## config.mk

```make
export PLATFORM = sky130hd
export DESIGN_NAME = localbus_arbiter
export DESIGN_NICKNAME = d
export VERILOG_FILES = /design/src/rtl/localbus_pkg.sv /design/src/rtl/localbus_arbiter_rr_pick.sv /design/src/rtl/localbus_arbiter.sv
export SDC_FILE = /design/constraint.sdc
export NUM_CORES = 1
export LEC_CHECK = 0
export ABC_AREA = 1
export BUFFER_PORTS_ARGS = -buffer_cell sky130_fd_sc_hd__buf_4
export CAP_MARGIN = 20
export CORE_MARGIN = 5
export CORE_UTILIZATION = 47
export DETAILED_ROUTE_END_ITERATION = 10
export PLACE_DENSITY = 0.84
export SLEW_MARGIN = 20
export SYNTH_ARGS = -nofsm -noshare
export SYNTH_HDL_FRONTEND = slang
export SYNTH_SLANG_ARGS = --single-unit
```

## constraint.sdc

```tcl
create_clock -name clk -period 2.88 [get_ports clk]
set_clock_uncertainty 0.2 [all_clocks]
set_input_delay 0.432 -clock clk [delete_from_list [all_inputs] [get_ports clk]]
set_output_delay 0.432 -clock clk [all_outputs]
set_load 0.05 [all_outputs]
```

## src/rtl/localbus_pkg.sv

```systemverilog
// Shared constants, state encoding and sizing helper for the localbus arbiter.
package localbus_pkg;

  localparam int LB_CMD_READ_BIT = 0;

  localparam int DEF_LBCWIDTH = 8;
  localparam int DEF_LBAWIDTH = 24;
  localparam int DEF_LBDWIDTH = 32;

  typedef enum logic [1:0] {
    IDLE,
    ISSUE,
    WAIT_RD,
    RESP
  } lb_state_e;

  // Width of an index register for n masters, never less than one bit.
  function automatic int clog2_min1(input int n);
    return (n <= 2) ? 1 : $clog2(n);
  endfunction

endpackage

```

## src/rtl/localbus_arbiter_rr_pick.sv

```systemverilog
// Round-robin picker: first asserted request at or after ptr, wrapping.
module rr_pick
  import localbus_pkg::*;
#(
  parameter int NMASTER = 2,
  parameter int GW      = clog2_min1(NMASTER)
) (
  input  logic [NMASTER-1:0] req,
  input  logic [GW-1:0]      ptr,
  output logic [GW-1:0]      grant,
  output logic               found
);

  int unsigned idx;

  // Scan NMASTER slots starting at ptr; the first hit wins.
  always_comb begin
    grant = '0;
    found = 1'b0;
    idx   = '0;
    for (int unsigned k = 0; k < NMASTER; k++) begin
      idx = (32'(ptr) + k) % NMASTER;
      if (!found && req[idx]) begin
        found = 1'b1;
        grant = idx[GW-1:0];
      end
    end
  end

endmodule

```

## src/rtl/localbus_arbiter.sv

```systemverilog
// N-master to 1-slave localbus arbiter: round-robin grant, one outstanding
// transaction, read timeout with error response.
module localbus_arbiter
  import localbus_pkg::*;
#(
  parameter int          NMASTER  = 2,
  parameter int          LBCWIDTH = DEF_LBCWIDTH,
  parameter int          LBAWIDTH = DEF_LBAWIDTH,
  parameter int          LBDWIDTH = DEF_LBDWIDTH,
  parameter int          TIMEOUT  = 255,
  parameter logic [31:0] ERRDATA  = 32'hDEADBEEF
) (
  input  logic                         clk,
  input  logic                         rstn,
  input  logic [NMASTER-1:0]           m_valid,
  output logic [NMASTER-1:0]           m_ready,
  input  logic [NMASTER*LBCWIDTH-1:0]  m_cmd,
  input  logic [NMASTER*LBAWIDTH-1:0]  m_addr,
  input  logic [NMASTER*LBDWIDTH-1:0]  m_wdata,
  output logic [NMASTER-1:0]           m_rvalid,
  output logic [LBDWIDTH-1:0]          m_rdata,
  output logic                         m_err,
  output logic                         s_valid,
  input  logic                         s_ready,
  output logic [LBCWIDTH-1:0]          s_cmd,
  output logic [LBAWIDTH-1:0]          s_addr,
  output logic [LBDWIDTH-1:0]          s_wdata,
  input  logic                         s_rvalid,
  input  logic [LBDWIDTH-1:0]          s_rdata,
  output logic                         busy
);

  localparam int                GW         = clog2_min1(NMASTER);
  localparam logic [LBDWIDTH-1:0] ERR_RDATA = LBDWIDTH'(ERRDATA);

  lb_state_e             state_q, state_d;
  logic [GW-1:0]         ptr_q, grant_q, pick_g;
  logic                  pick_found;
  logic [LBCWIDTH-1:0]   cmd_q;
  logic [LBAWIDTH-1:0]   addr_q;
  logic [LBDWIDTH-1:0]   wdata_q;
  logic [15:0]           cnt_q;
  logic [LBDWIDTH-1:0]   rsp_data_q;
  logic                  rsp_err_q;
  logic                  timeout_hit;

  rr_pick #(
    .NMASTER (NMASTER),
    .GW      (GW)
  ) u_pick (
    .req   (m_valid),
    .ptr   (ptr_q),
    .grant (pick_g),
    .found (pick_found)
  );

  // cnt_q is (WAIT_RD cycles so far - 1); the response lands TIMEOUT cycles
  // after the accepting cycle, with at least one WAIT_RD cycle.
  assign timeout_hit = ({1'b0, cnt_q} + 17'd2) >= 17'(TIMEOUT);

  // State register.
  always_ff @(posedge clk) begin
    if (!rstn) state_q <= IDLE;
    else       state_q <= state_d;
  end

  // Next-state logic.
  always_comb begin
    state_d = state_q;
    unique case (state_q)
      IDLE:    if (pick_found) state_d = ISSUE;
      ISSUE:   if (s_ready) state_d = cmd_q[LB_CMD_READ_BIT] ? WAIT_RD : RESP;
      WAIT_RD: if (s_rvalid || timeout_hit) state_d = RESP;
      RESP:    state_d = IDLE;
      default: state_d = IDLE;
    endcase
  end

  // Grant capture, pointer update, timeout counter and response latch.
  always_ff @(posedge clk) begin
    if (!rstn) begin
      ptr_q      <= '0;
      grant_q    <= '0;
      cmd_q      <= '0;
      addr_q     <= '0;
      wdata_q    <= '0;
      cnt_q      <= '0;
      rsp_data_q <= '0;
      rsp_err_q  <= 1'b0;
    end else begin
      unique case (state_q)
        IDLE: if (pick_found) begin
          grant_q <= pick_g;
          ptr_q   <= (pick_g == GW'(NMASTER - 1)) ? '0 : pick_g + GW'(1);
          cmd_q   <= m_cmd[pick_g*LBCWIDTH +: LBCWIDTH];
          addr_q  <= m_addr[pick_g*LBAWIDTH +: LBAWIDTH];
          wdata_q <= m_wdata[pick_g*LBDWIDTH +: LBDWIDTH];
        end
        ISSUE: if (s_ready) begin
          cnt_q <= '0;
          if (!cmd_q[LB_CMD_READ_BIT]) begin
            rsp_data_q <= '0;
            rsp_err_q  <= 1'b0;
          end
        end
        WAIT_RD: begin
          cnt_q <= cnt_q + 16'd1;
          if (s_rvalid) begin
            rsp_data_q <= s_rdata;
            rsp_err_q  <= 1'b0;
          end else if (timeout_hit) begin
            rsp_data_q <= ERR_RDATA;
            rsp_err_q  <= 1'b1;
          end
        end
        default: ;
      endcase
    end
  end

  // Outputs decoded from state and latched registers.
  always_comb begin
    m_ready  = '0;
    m_rvalid = '0;
    if (rstn && state_q == IDLE && pick_found) m_ready[pick_g] = 1'b1;
    if (state_q == RESP) m_rvalid[grant_q] = 1'b1;
    s_valid  = (state_q == ISSUE);
    busy     = (state_q != IDLE);
    s_cmd    = cmd_q;
    s_addr   = addr_q;
    s_wdata  = wdata_q;
    m_rdata  = rsp_data_q;
    m_err    = rsp_err_q;
  end

endmodule

```

-- Word level (Yosys, flattened, before mapping)
Index checks and enable logic that the tools add are counted.
- register bits: 117
- add/sub/neg operators: 4
- multiplexer cells: 32
- multiply operators: 1
- shifts and indexed selects: 3
- equal/unequal tests: 8
- order comparisons: 7
- reduce and logical (&&, ||, !) cells: 14
- operator list (kind ; number):
    32-bit 2-to-1 mux ; 4
    32-bit one-hot mux with 2 select lines ; 1
    64-bit by 7-bit indexed part select with 32-bit output ; 1
    48-bit by 7-bit indexed part select with 24-bit output ; 1
    16-bit one-hot mux with 2 select lines ; 1
    16-bit by 2-bit adder with 17-bit output (second input constant) ; 1
    17-bit by 8-bit >= comparator with 1-bit output (second input constant) ; 1
    16-bit by 1-bit adder with 16-bit output (second input constant) ; 1
    1-bit 2-to-1 mux ; 16
    16-bit 2-to-1 mux ; 1
    16-bit by 5-bit indexed part select with 8-bit output ; 1
    2-bit 2-to-1 mux ; 5
    1-bit by 2-bit < comparator with 1-bit output (second input constant) ; 4
    2-bit one-hot mux with 4 select lines ; 1
    2-bit inequality test (second input constant) ; 3
    1-bit logical AND ; 5
    2-bit equality test (second input constant) ; 2
    2-bit AND reduction ; 2
    4-bit AND reduction ; 1
    2-bit nonzero test ; 2
    1-bit by 2-bit multiplier with 3-bit output (second input constant) ; 1
    3-bit inequality test (second input constant) ; 1
    3-bit AND reduction ; 1
    1-bit adder (second input constant) ; 2
    other kinds (8) ; 10

-- Logic depth before layout (Yosys ltp)
Gate-level depths: netlist of the first run.
- depth after elaboration: 11
- depth in mapped cells: 17
- depth with buffers taken out: 16

-- Cells and area by module
From an unflattened synthesis of the first run, not the netlist that was laid out.
- cells, all modules: 782
- area total of the unflattened synthesis: 5340.1 um^2
- by module, submodules not included (module ; seq. area each (um^2) ; cells each ; area each (um^2) ; instances):
    localbus_arbiter ; 2342.2 ; 778 ; 5321.4 ; 1
    rr_pick ; 0.0 ; 4 ; 18.8 ; 1

-- Worst setup path after synthesis of the first run
OpenSTA, ideal clock, no wires.
- kind: register -> register
- start: reg state_q[0]
- end: reg rsp_data_q[15] (netlist: m_rdata[15])
- required time: 2.567 ns
- cell stages (with the launch flop): 9
- period minus slack after synthesis: 2.437 ns
- data arrival time: 2.125 ns
- path slack: 0.443 ns
- cell sequence: dfxtp_1 -> ha_1 -> o21ai_1 -> a21oi_2 -> inv_1 -> o21bai_2 -> buf_6 -> nor2_1 -> nor2_1
- cells in the longest elaborated chain, start to end: 3
- elaborated cells on any way between the ends: 8
- ends and longest elaborated chain (item ; RTL line ; RTL):
    start: declaration ; localbus_arbiter.sv:36 ; lb_state_e state_q, state_d;
    start signal: assignment ; localbus_arbiter.sv:64 ; else state_q <= state_d;
    2-bit by 1-bit equality test with 1-bit output (*) ; n/a ;
    via s_valid ; localbus_arbiter.sv:23 ; output logic s_valid,
    2-bit inequality test (no line), or another cell as far along ; n/a ;
    4-bit AND reduction (no line) ; n/a ;
    end signal: assignment ; localbus_arbiter.sv:109 ; rsp_data_q <= s_rdata;
    end: declaration ; localbus_arbiter.sv:43 ; logic [LBDWIDTH-1:0] rsp_data_q;
The timed path passes the listed nets; every way through them passes the cells marked *.
A chain may end at the register's enable or synchronous reset.

-- Worst setup path after layout of the first run
- start: reg cnt_q[2]
- end: reg rsp_data_q[23] (netlist: m_rdata[23])
- cells in the longest elaborated chain, start to end: 4
- ends and longest elaborated chain (item ; RTL line ; RTL):
    start: declaration ; localbus_arbiter.sv:42 ; logic [15:0] cnt_q;
    start signal: assignment ; localbus_arbiter.sv:107 ; cnt_q <= cnt_q + 16'd1;
    16-bit by 2-bit adder with 17-bit output ; localbus_arbiter.sv:59 ; assign timeout_hit = ({1'b0, cnt_q} + 17'd2) >= 17'(TIMEOUT);
    17-bit by 8-bit >= comparator with 1-bit output ; localbus_arbiter.sv:59 ;
    3-bit inequality test (no line) ; n/a ;
    4-bit AND reduction (no line) ; n/a ;
Every way passes these cells.

==> results.sh, run 1 <==
export IMPL_period_needed_ns=2.59
export IMPL_yosys_register_bits=117
export IMPL_multi_input_area_mm2=0.00280
export IMPL_synthCells=832
export IMPL_synth_flop_cell="dfxtp_1"
export IMPL_cts_buffers=17
export IMPL_core_area_mm2=0.0115
export IMPL_fillerInstances=968
export IMPL_drt_iter0_markers=484
export IMPL_synth_area_leader_cell="dfxtp_1"
export IMPL_power_density_mw_per_mm2=1110
export IMPL_path_max_fanout=13
export IMPL_crit_required_ns=2.99
export IMPL_fin_crit_sh_pct=89.8
export IMPL_synth_common_cells="239 x nand2_1, 173 x nand3_1, 117 x dfxtp_1"
export IMPL_hpwl_um=13500
export IMPL_cts_tree="built"
export IMPL_grt_ovfl_total=0
export IMPL_worst_path_max_delay_cell="dfxtp_1"
export IMPL_num_antenna_cells=0
export IMPL_reg2reg_slack_ns=0.29
export IMPL_cp_num_buf_inv=1
export IMPL_slew_headroom_pct=57.1
export IMPL_cts_resized=0
export IMPL_grt_pass1_wl_um=28700
export IMPL_synth_avg_cell_area_um2=6.68
export IMPL_synth_fa_ha_area_share_pct=1.80
export IMPL_vias=6339
export IMPL_die_w_um=119
export IMPL_clk_latency_ns=0.41
export IMPL_gr_usage_all_layers_pct=25.2
export IMPL_cts_hold_fix_buffers=0
export IMPL_clock_path_buffers=2
export IMPL_final_cells=1239
export IMPL_syn_to_final_growth_pct=48.3
export IMPL_drc=0
export IMPL_holdWs_ns=0.0180
export IMPL_io_pins=269
export IMPL_top_layer_used="met4"
export IMPL_place_inst=1207
export IMPL_start_util_pct=48.3
export IMPL_setup_viol=0
export IMPL_cts_htree_levels=4
export IMPL_portBuffers=268
export IMPL_path_class="flop to flop"
export IMPL_yosysWarnings=0
export IMPL_cellLeakagePower_uw=0.00412
export IMPL_vias_per_cell=5.12
export IMPL_synth_distinct_cells=31
export IMPL_gp_congestion=0.880
export IMPL_hp_class="input pin to flop"
export IMPL_dr_pass1_iters=5
export IMPL_synth_edf_count=0
export IMPL_dp_slack_ns=0.184
export IMPL_async_flop_share_pct=0
export IMPL_wl_per_cell_um=14.9
export IMPL_syn_area_mm2=0.00556
export IMPL_wl_met3_um=1850
export IMPL_post_cts_buffers=0
export IMPL_path_clk_slew_ns=0.05
export IMPL_irDropWorstVdd_mv=0.629
export IMPL_fp_dieArea_mm2=0.0141
export IMPL_wl_met2_um=9440
export IMPL_seqCellArea_mm2=0.00234
export IMPL_drive_above_1_share_pct=29.9
export IMPL_status="finished clean"
export IMPL_grt_max_degree=59
export IMPL_nets=1258
export IMPL_routed_wl_um=18500
export IMPL_grt_pass1_vias=5852
export IMPL_grt_antenna_before_repair=0
export IMPL_synth_most_common_cell="nand2_1"
export IMPL_final_area_mm2=0.00824
export IMPL_clockRootBuffer="clkbuf_16"
export IMPL_cp_top_family="simple AND/OR/NAND/NOR gates"
export IMPL_synthSimpleGateAreaFrac_pct=42.1
export IMPL_ys_seq_area_share_pct=42.1
export IMPL_hold_path_startpoint="m_addr[0]"
export IMPL_fin_ws_ns=0.294
export IMPL_clock_fmax_mhz=387
export IMPL_synthMuxAreaShare_pct=0
export IMPL_synth_xor_xnor_area_share_pct=0
export IMPL_critPathLaunch="cnt_q[2]"
export IMPL_timing_rr_start="cnt_q[2]"
export IMPL_core_rowCount=39
export IMPL_synth_compound_area_share_pct=5.85
export IMPL_worst_setup_path_end_kind="flop"
export IMPL_max_stage_delay_ns=0.43
export IMPL_cpMostUsedCell="nand2_1"
export IMPL_syn_nets=1006
export IMPL_cts_sinks=117
export IMPL_max_cap_violations=0
export IMPL_fp_dieH_um=119
export IMPL_cp_start_kind="flop"
export IMPL_synthTopCellsByArea="dfxtp_1 42%, nand2_1 16%, nand3_1 16%, nor2_1 7.3%, inv_1 4.1%"
export IMPL_path_cells="ha_1 > nand3_2 > nor2_4 > nand2_1 > nand2_1 > nand2_1 > inv_1 > nand2_1 > nor2_1 > nand2_1 > nor2_2 > nor2_2 > nor2_1 > nor2_1"
export IMPL_postRouteAntennaNets=0
export IMPL_synth_top_family_by_area="simple AND/OR/NAND/NOR gates"
export IMPL_maxSlewViolCount=0
export IMPL_hold_viol_final=0
export IMPL_wl_met1_um=6610
export IMPL_synth_top_cell_area_share_pct=42.1
export IMPL_placed_cell_area_mm2=0.00763
export IMPL_crit_arrival_ns=2.69
export IMPL_final_util_pct=71.6
export IMPL_worst_slew_pin_transition_ns=0.641
cell type report:
cell class	count	area share [%]
flip-flops and latches	117	28.4
clock buffers	22	5.99
well taps	143	2.17
repair buffers	278	25.5
inverters	60	2.73
clock inverters	9	1.21
multi-input cells	610	34.0
tightest hold or removal path: cells and delay by family:
| family | cells | cell delay [ns] |
|---|---|---|
| buffers and inverters | 1 | 0.07 |
| AND/OR/NAND/NOR | 2 | 0.09 |
cell families after synthesis:
logic type               after synthesis
AND/OR/NAND/NOR                      541
buffers and inverters                106
flip-flops                           117
AO/OA/AOI/OAI                         60
adder cells (fa/ha/maj)                8
placed cells by master, fill, tap and decap left out, types with 6 or more instances in the layout:
| cell | synthesis | final |
|---|---|---|
| a21oi_1 | 14 | 14 |
| buf_4 | 1 | 277 |
| clkbuf_16 | 0 | 17 |
| dfxtp_1 | 117 | 117 |
| ha_1 | 8 | 8 |
| inv_1 | 60 | 59 |
| nand2_1 | 239 | 239 |
| nand3_1 | 173 | 173 |
| nand4_1 | 6 | 6 |
| nor2_1 | 108 | 107 |
| o21ai_0 | 34 | 33 |
final timing paths:
path / depth (start not counted) / to
worst min-delay path: 3 / s_addr[0]
worst min register to register: 2 / ptr_q
worst max-delay path: 14 / m_rdata[23]
worst max register to register: 14 / m_rdata[23]
power by group:
part           leakage (uW)  internal [uW]  switching [uW]
clock              0.000294           1370             727
combinational       0.00287           1400            3290
sequential         0.000961           2130             276
sequential cells by signal, summed over array words and instances (netlist names):
name / count
s_cmd: 8
cnt_q: 16
s_addr: 24
m_err: 1
grant_q: 1
state_q: 2
s_wdata: 32
m_rdata: 32
ptr_q: 1
through the flow:
| step | power [uW] | setup TNS (ns) |
|---|---|---|
| detailed placement | 7080 | 0 |
| finish | 9190 | 0 |
| CTS | 9200 | 0 |
| floorplan | 5710 | 0 |
| global placement | 7020 | 0 |
| global route | 9710 | -0.00366 |
per-layer routing:
layer  track usage (%)  vias up
met2              44.9      278
met4              11.4        0
met5                 0        -
met1              26.4     2838
met3              9.07       35
li1                  -     3188
No activity file was read; power rests on OpenSTA's default activity.
==> inputs of run 2 (changes only) <==
--- a/config.mk
+++ b/config.mk
@@ -7,8 +7,6 @@
 export LEC_CHECK = 0
 export ABC_AREA = 1
 export BUFFER_PORTS_ARGS = -buffer_cell sky130_fd_sc_hd__buf_4
-export CAP_MARGIN = 20
-export CORE_MARGIN = 5
 export CORE_UTILIZATION = 47
 export DETAILED_ROUTE_END_ITERATION = 10
 export PLACE_DENSITY = 0.84
==> run 2 against run 1 <==
Largest power group unchanged. Worst setup slack lost 0.071 ns. Non-clock buffer count is the same. Combinational power is essentially flat. Sequential share of layout area grew 0.28 points. Highest routed layer unchanged. Register-to-register slack lost 0.07 ns. Flip-flop and latch count is the same. Sequential power is essentially flat. Global-route usage grew 2.8 points. Total power shrank 2.7%. Cell area shrank 0.99%. First-iteration DRC count shrank 18%.
==> results.sh, run 2 (synthesis gave the netlist of run 1 again) <==
export IMPL_status="finished clean"
export IMPL_start_util_pct=48.5
export IMPL_clock_path_buffers=2
export IMPL_worstHoldPathCells=3
export IMPL_dr_pass1_iters=5
export IMPL_io_pins=269
export IMPL_grt_pass1_wl_um=27600
export IMPL_grt_max_degree=102
export IMPL_setup_viol=0
export IMPL_syn_to_final_growth_pct=46.8
export IMPL_cp_num_buf_inv=1
export IMPL_regToRegEndpoint="m_err"
export IMPL_placed_cell_area_mm2=0.00762
export IMPL_grt_pass1_vias=5768
export IMPL_r2r_cells=14
export IMPL_fillerInstances=980
export IMPL_hold_viol_final=0
export IMPL_postRouteAntennaNets=0
export IMPL_final_cells=1239
export IMPL_clockRootBuffer="clkbuf_16"
export IMPL_cts_htree_levels=4
export IMPL_cts_hold_fix_buffers=0
export IMPL_path_cells="ha_1 > nand3_2 > nor2_4 > nand2_1 > nand2_1 > nand2_1 > inv_1 > nand2_1 > nor2_1 > nand2_1 > nor2_2 > nor2_2 > nor2_1 > nor2_1"
export IMPL_gr_usage_all_layers_pct=28.0
export IMPL_slew_headroom_pct=30.7
export IMPL_max_stage_delay_ns=0.44
export IMPL_cp_top_family="simple AND/OR/NAND/NOR gates"
export IMPL_fp_dieH_um=111
export IMPL_fp_dieArea_mm2=0.0123
export IMPL_cellLeakagePower_uw=0.00407
export IMPL_grt_ovfl_total=0
export IMPL_holdPathEnd="s_addr[13]"
export IMPL_maxSlewViolCount=0
export IMPL_portBuffers=268
export IMPL_timing_rr_start="cnt_q[2]"
export IMPL_hpwl_um=12300
export IMPL_cpMostUsedCell="nand2_1"
export IMPL_die_w_um=111
export IMPL_drive_above_1_share_pct=29.7
export IMPL_power_density_mw_per_mm2=1100
export IMPL_worst_slew_pin_transition_ns=1.04
export IMPL_hold_path_startpoint="m_addr[13]"
export IMPL_cts_buffers=17
export IMPL_routed_wl_um=17400
export IMPL_dp_slack_ns=0.191
export IMPL_path_clk_slew_ns=0.06
export IMPL_seqCellArea_mm2=0.00234
export IMPL_crit_required_ns=2.97
export IMPL_fin_crit_sh_pct=92.2
export IMPL_reg2reg_slack_ns=0.22
export IMPL_vias_per_cell=5.14
export IMPL_path_max_fanout=13
export IMPL_place_inst=1207
export IMPL_worst_setup_path_end_kind="flop"
export IMPL_nets=1258
export IMPL_num_antenna_cells=0
export IMPL_fin_ws_ns=0.224
export IMPL_clock_fmax_mhz=376
export IMPL_cts_tree="built"
export IMPL_crit_arrival_ns=2.75
export IMPL_hp_class="input pin to flop"
export IMPL_irDropWorstVdd_mv=0.852
export IMPL_max_cap_violations=0
export IMPL_core_area_mm2=0.0115
export IMPL_wl_per_cell_um=14.0
export IMPL_worst_path_max_delay_cell="dfxtp_1"
export IMPL_critPathLaunch="cnt_q[2]"
export IMPL_drt_iter0_markers=395
export IMPL_multi_input_area_mm2=0.00280
export IMPL_final_area_mm2=0.00816
export IMPL_gp_congestion=0.904
export IMPL_grt_antenna_before_repair=0
export IMPL_period_needed_ns=2.66
export IMPL_cp_start_kind="flop"
export IMPL_core_rowCount=39
export IMPL_clk_latency_ns=0.41
export IMPL_cts_sinks=117
export IMPL_final_common_cell="buf_4"
export IMPL_vias=6372
export IMPL_final_cell_mix="278 x buf_4, 239 x nand2_1, 173 x nand3_1, 117 x dfxtp_1, 108 x nor2_1"
export IMPL_drc=0
export IMPL_path_class="flop to flop"
## run 2: changes by cell type in the layout (fill, tap and decap cells not counted), sizes merged
cell,before,now
clkinv,5,8
clkinvlp,2,4
clkbuf,22,19
bufinv,2,0
## run 2: worst register-to-register path: stages, from the launching register on
cell     delay, ns
dfxtp_1       0.44
ha_1          0.27
nand3_2       0.12
nor2_4        0.27
nand2_1       0.17
nand2_1       0.11
nand2_1       0.07
inv_1         0.05
nand2_1       0.07
nor2_1        0.09
nand2_1       0.07
nor2_2        0.23
nor2_2        0.20
nor2_1        0.12
nor2_1        0.05
## run 2: worst max path at each step
stage                        endpoint  slack, ns  cells after the start
after global placement    m_rdata[28]       0.33                     12
after global routing            m_err      -0.03                     14
after CTS                 m_rdata[15]       0.11                     12
after floorplan           m_rdata[15]       0.44                      8
after detailed placement  m_rdata[18]       0.19                     12
final                           m_err       0.22                     14
## run 2: area by class of cell
type | instances | share of cell area [%]
multi-input cells | 610 | 34.3
flip-flops and latches | 117 | 28.7
repair buffers | 278 | 25.6
clock buffers | 19 | 5.43
inverters | 60 | 2.76
well taps | 143 | 2.19
clock inverters | 12 | 1.04
## run 2: what timing repair did
action	in CTS	in global routing
gates resized for setup	0	2
buffers inserted	0	0
endpoints found under the setup margin	0	35
## run 2: power breakdown
part | total (uW) | leakage (uW) | switching (uW) | internal, uW
Clock | 1870 | 0.000251 | 759 | 1110
Sequential | 2410 | 0.000961 | 280 | 2130
Combinational | 4670 | 0.00286 | 3270 | 1400
Total | 8940 | 0.00407 | 4310 | 4640
## run 2: metrics by stage
stage | power, uW | utilization [%] | TNS (ns) | hold slack, ns
floorplan | 5710 | - | 0 | 0.241
global placement | 6990 | 66.4 | 0 | 0.255
detailed placement | 7050 | 66.4 | 0 | 0.262
CTS | 8950 | 71.0 | 0 | 0.00455
global route | 9450 | 71.2 | -0.166 | 0.00694
finish | 8940 | 71.2 | 0 | 0.0169
## run 2: routing by layer
metal	global-route usage, %	vias to the layer above	part of all wire (%)
met5	0	-	0
met4	15.4	0	4.0
met3	8.69	45	7.7
met2	47.6	269	51
met1	31.0	2873	37
li1	-	3185	-
==> inputs of run 3 (changes only) <==
--- a/config.mk
+++ b/config.mk
@@ -7,10 +7,12 @@
 export LEC_CHECK = 0
 export ABC_AREA = 1
 export BUFFER_PORTS_ARGS = -buffer_cell sky130_fd_sc_hd__buf_4
-export CORE_UTILIZATION = 47
+export CORE_UTILIZATION = 46
 export DETAILED_ROUTE_END_ITERATION = 10
 export PLACE_DENSITY = 0.84
+export RECOVER_POWER = 50
 export SLEW_MARGIN = 20
 export SYNTH_ARGS = -nofsm -noshare
 export SYNTH_HDL_FRONTEND = slang
+export SYNTH_HIERARCHICAL = 1
 export SYNTH_SLANG_ARGS = --single-unit
==> run 3 against run 2 <==
Flip-flop and latch count unchanged. Clock power up 16%. Fmax grew 1.3%. Synthesized area shrank 4.0%. Sequential power is 2% lower. Critical path depth is 7 lower. Synthesized cell count fell by 6.0%. Worst setup slack gained 0.034 ns. Combinational power is 14% lower. Via count shrank 5.7%. Cell count fell by 3.1%. Sequential share of layout area rose by 1.7 points. Critical endpoint is now m_ready[0].
==> results.sh, run 3 <==
export IMPL_hpwl_um=13100
export IMPL_routed_wl_um=17500
export IMPL_ys_seq_area_share_pct=43.9
export IMPL_maxSlewViolCount=0
export IMPL_path_cells="inv_1 > ha_1 > nand2_1 > nor2_2 > nand2_1 > inv_1 > buf_4"
export IMPL_synth_edf_count=0
export IMPL_grt_max_degree=43
export IMPL_synthCells=782
export IMPL_wl_met3_um=1390
export IMPL_grt_pass1_vias=5614
export IMPL_syn_nets=957
export IMPL_cts_sinks=117
export IMPL_grt_antenna_before_repair=0
export IMPL_yosys_register_bits=117
export IMPL_p_switching_uw=4070
export IMPL_seq_power_share_pct=27.6
export IMPL_setup_tns_ns=0
export IMPL_crit_required_ns=2.25
export IMPL_period_needed_ns=2.62
export IMPL_async_flop_share_pct=0
export IMPL_cp_start_kind="flop"
export IMPL_synthTopCellsByArea="dfxtp_1 44%, nand2_1 21%, inv_1 4.9%, nand3_1 4.8%, a21oi_1 4.6%"
export IMPL_irDropWorstVdd_mv=0.624
export IMPL_drc=0
export IMPL_worst_setup_path_end_kind="output port"
export IMPL_hold_viol_final=0
export IMPL_p_int_uw=4460
export IMPL_core_rowCount=38
export IMPL_cts_resized=0
export IMPL_wl_per_cell_um=14.6
export IMPL_synth_flop_cell="dfxtp_1"
export IMPL_synth_most_common_cell="nand2_1"
export IMPL_gr_usage_all_layers_pct=29.1
export IMPL_cts_buffers=17
export IMPL_max_cap_violations=0
export IMPL_hp_class="input pin to flop"
export IMPL_worst_slew_pin_transition_ns=0.860
export IMPL_vias=6011
export IMPL_rsz0062_at_grt="no"
export IMPL_drt_iter0_markers=319
export IMPL_synth_distinct_cells=31
export IMPL_syn_to_final_growth_pct=44.5
export IMPL_crit_arrival_ns=1.99
export IMPL_fillerInstances=998
export IMPL_grt_pass1_wl_um=26800
export IMPL_synth_avg_cell_area_um2=6.83
export IMPL_cts_htree_levels=4
export IMPL_nets=1222
export IMPL_core_area_mm2=0.0111
export IMPL_path_class="flop to output port"
export IMPL_switching_share_pct=47.7
export IMPL_setup_viol=0
export IMPL_yosysWarnings=6
export IMPL_start_util_pct=48.2
export IMPL_fp_dieH_um=110
export IMPL_fp_dieArea_mm2=0.0120
export IMPL_combPwrFrac_pct=46.9
export IMPL_p_clk_share_pct=25.4
export IMPL_dp_slack_ns=0.482
export IMPL_wl_met2_um=9010
export IMPL_cts_tree="built"
export IMPL_power_density_mw_per_mm2=1100
export IMPL_drive_above_1_share_pct=21.9
export IMPL_top_layer_used="met4"
export IMPL_synth_area_leader_cell="dfxtp_1"
export IMPL_cts_hold_fix_buffers=0
export IMPL_num_antenna_cells=0
export IMPL_gp_congestion=0.893
export IMPL_status="finished clean"
export IMPL_io_pins=269
export IMPL_dr_pass1_iters=5
export IMPL_path_max_fanout=10
export IMPL_final_cell_mix="304 x nand2_1, 183 x buf_4, 117 x dfxtp_1, 100 x clkbuf_1, 70 x inv_1"
export IMPL_synth_common_cells="304 x nand2_1, 117 x dfxtp_1, 70 x inv_1"
export IMPL_vias_per_cell=5.01
export IMPL_synth_top_cell_area_share_pct=43.9
export IMPL_clk_latency_ns=0.40
export IMPL_postRouteAntennaNets=0
export IMPL_slew_headroom_pct=42.6
export IMPL_worst_path_max_delay_cell="dfxtp_1"
export IMPL_clock_path_buffers=2
export IMPL_cellLeakagePower_uw=0.00350
export IMPL_clockRootBuffer="clkbuf_16"
export IMPL_seqCellArea_mm2=0.00234
export IMPL_wl_met1_um=6690
export IMPL_clock_fmax_mhz=381
export IMPL_multi_input_area_mm2=0.00256
export IMPL_max_stage_delay_ns=0.34
export IMPL_syn_area_mm2=0.00534
export IMPL_fin_ws_ns=0.257
export IMPL_path_clk_slew_ns=0.06
export IMPL_final_common_cell="nand2_1"
export IMPL_portBuffers=268
export IMPL_post_cts_buffers=0
export IMPL_die_w_um=110
export IMPL_grt_ovfl_total=0
export IMPL_fin_crit_sh_pct=91.1
## run 3: layer usage
| layer | global-route usage [%] | vias up |
|---|---|---|
| li1 | - | 3035 |
| met1 | 31.7 | 2740 |
| met2 | 52.2 | 208 |
| met3 | 10.2 | 28 |
| met4 | 9.71 | 0 |
| met5 | 0 | - |
## run 3: cells by family after synthesis
logic type / synth area share [%]
AND/OR/NAND/NOR: 32.1
AO/OA/AOI/OAI: 13.5
flip-flops: 43.9
buffers and inverters: 8.27
adder cells (fa/ha/maj): 2.11
XOR/XNOR: 0.164
## run 3: worst paths after layout
check | startpoint | to | slack [ns] | cells after the start
min reg2reg | m_rdata[0] | m_rdata[0] | 0.24 | 2
max reg2reg | state_q[1] | m_rdata[4] | 0.39 | 12
min | m_wdata[49] | s_wdata[17] | 0.02 | 3
max | state_q[0] | m_ready[0] | 0.26 | 7
## run 3: worst max-delay path: cells and delay by family, from the launching register on
| kind | cells | cell delay (ns) |
|---|---|---|
| simple gates | 3 | 0.31 |
| fa+ha+maj | 1 | 0.21 |
| buf+inv | 3 | 0.72 |
| flops | 1 | 0.34 |
## run 3: power groups by stage
stage	Sequential [uW]	Clock, uW	Combinational, uW
after detailed placement	2380	0	4380
after CTS	2360	2190	4390
after global routing	2410	2280	4330
after floorplan	3850	0	1550
final	2350	2170	4000
after global placement	2370	0	4320
## run 3: layout make-up
type	instances	area share [%]
clock buffers	21	5.97
clock inverters	11	1.95
inverters	73	3.55
multi-input cells	555	33.2
flip-flops and latches	117	30.4
well taps	140	2.27
repair buffers	283	22.7
## run 3: metrics by stage
stage	cell area (um2)	total power, uW	utilization, %	std cells	hold WS (ns)
5_1_grt	7720	9020	69.7	1200	0.00840
4_1_cts	8090	8940	73.0	1200	0.00968
3_3_place_gp	7480	6690	67.5	1168	0.232
3_5_place_dp	7480	6760	67.5	1168	0.237
6_report	7720	8530	69.7	1200	0.0191
2_1_floorplan	5340	5400	-	782	0.219
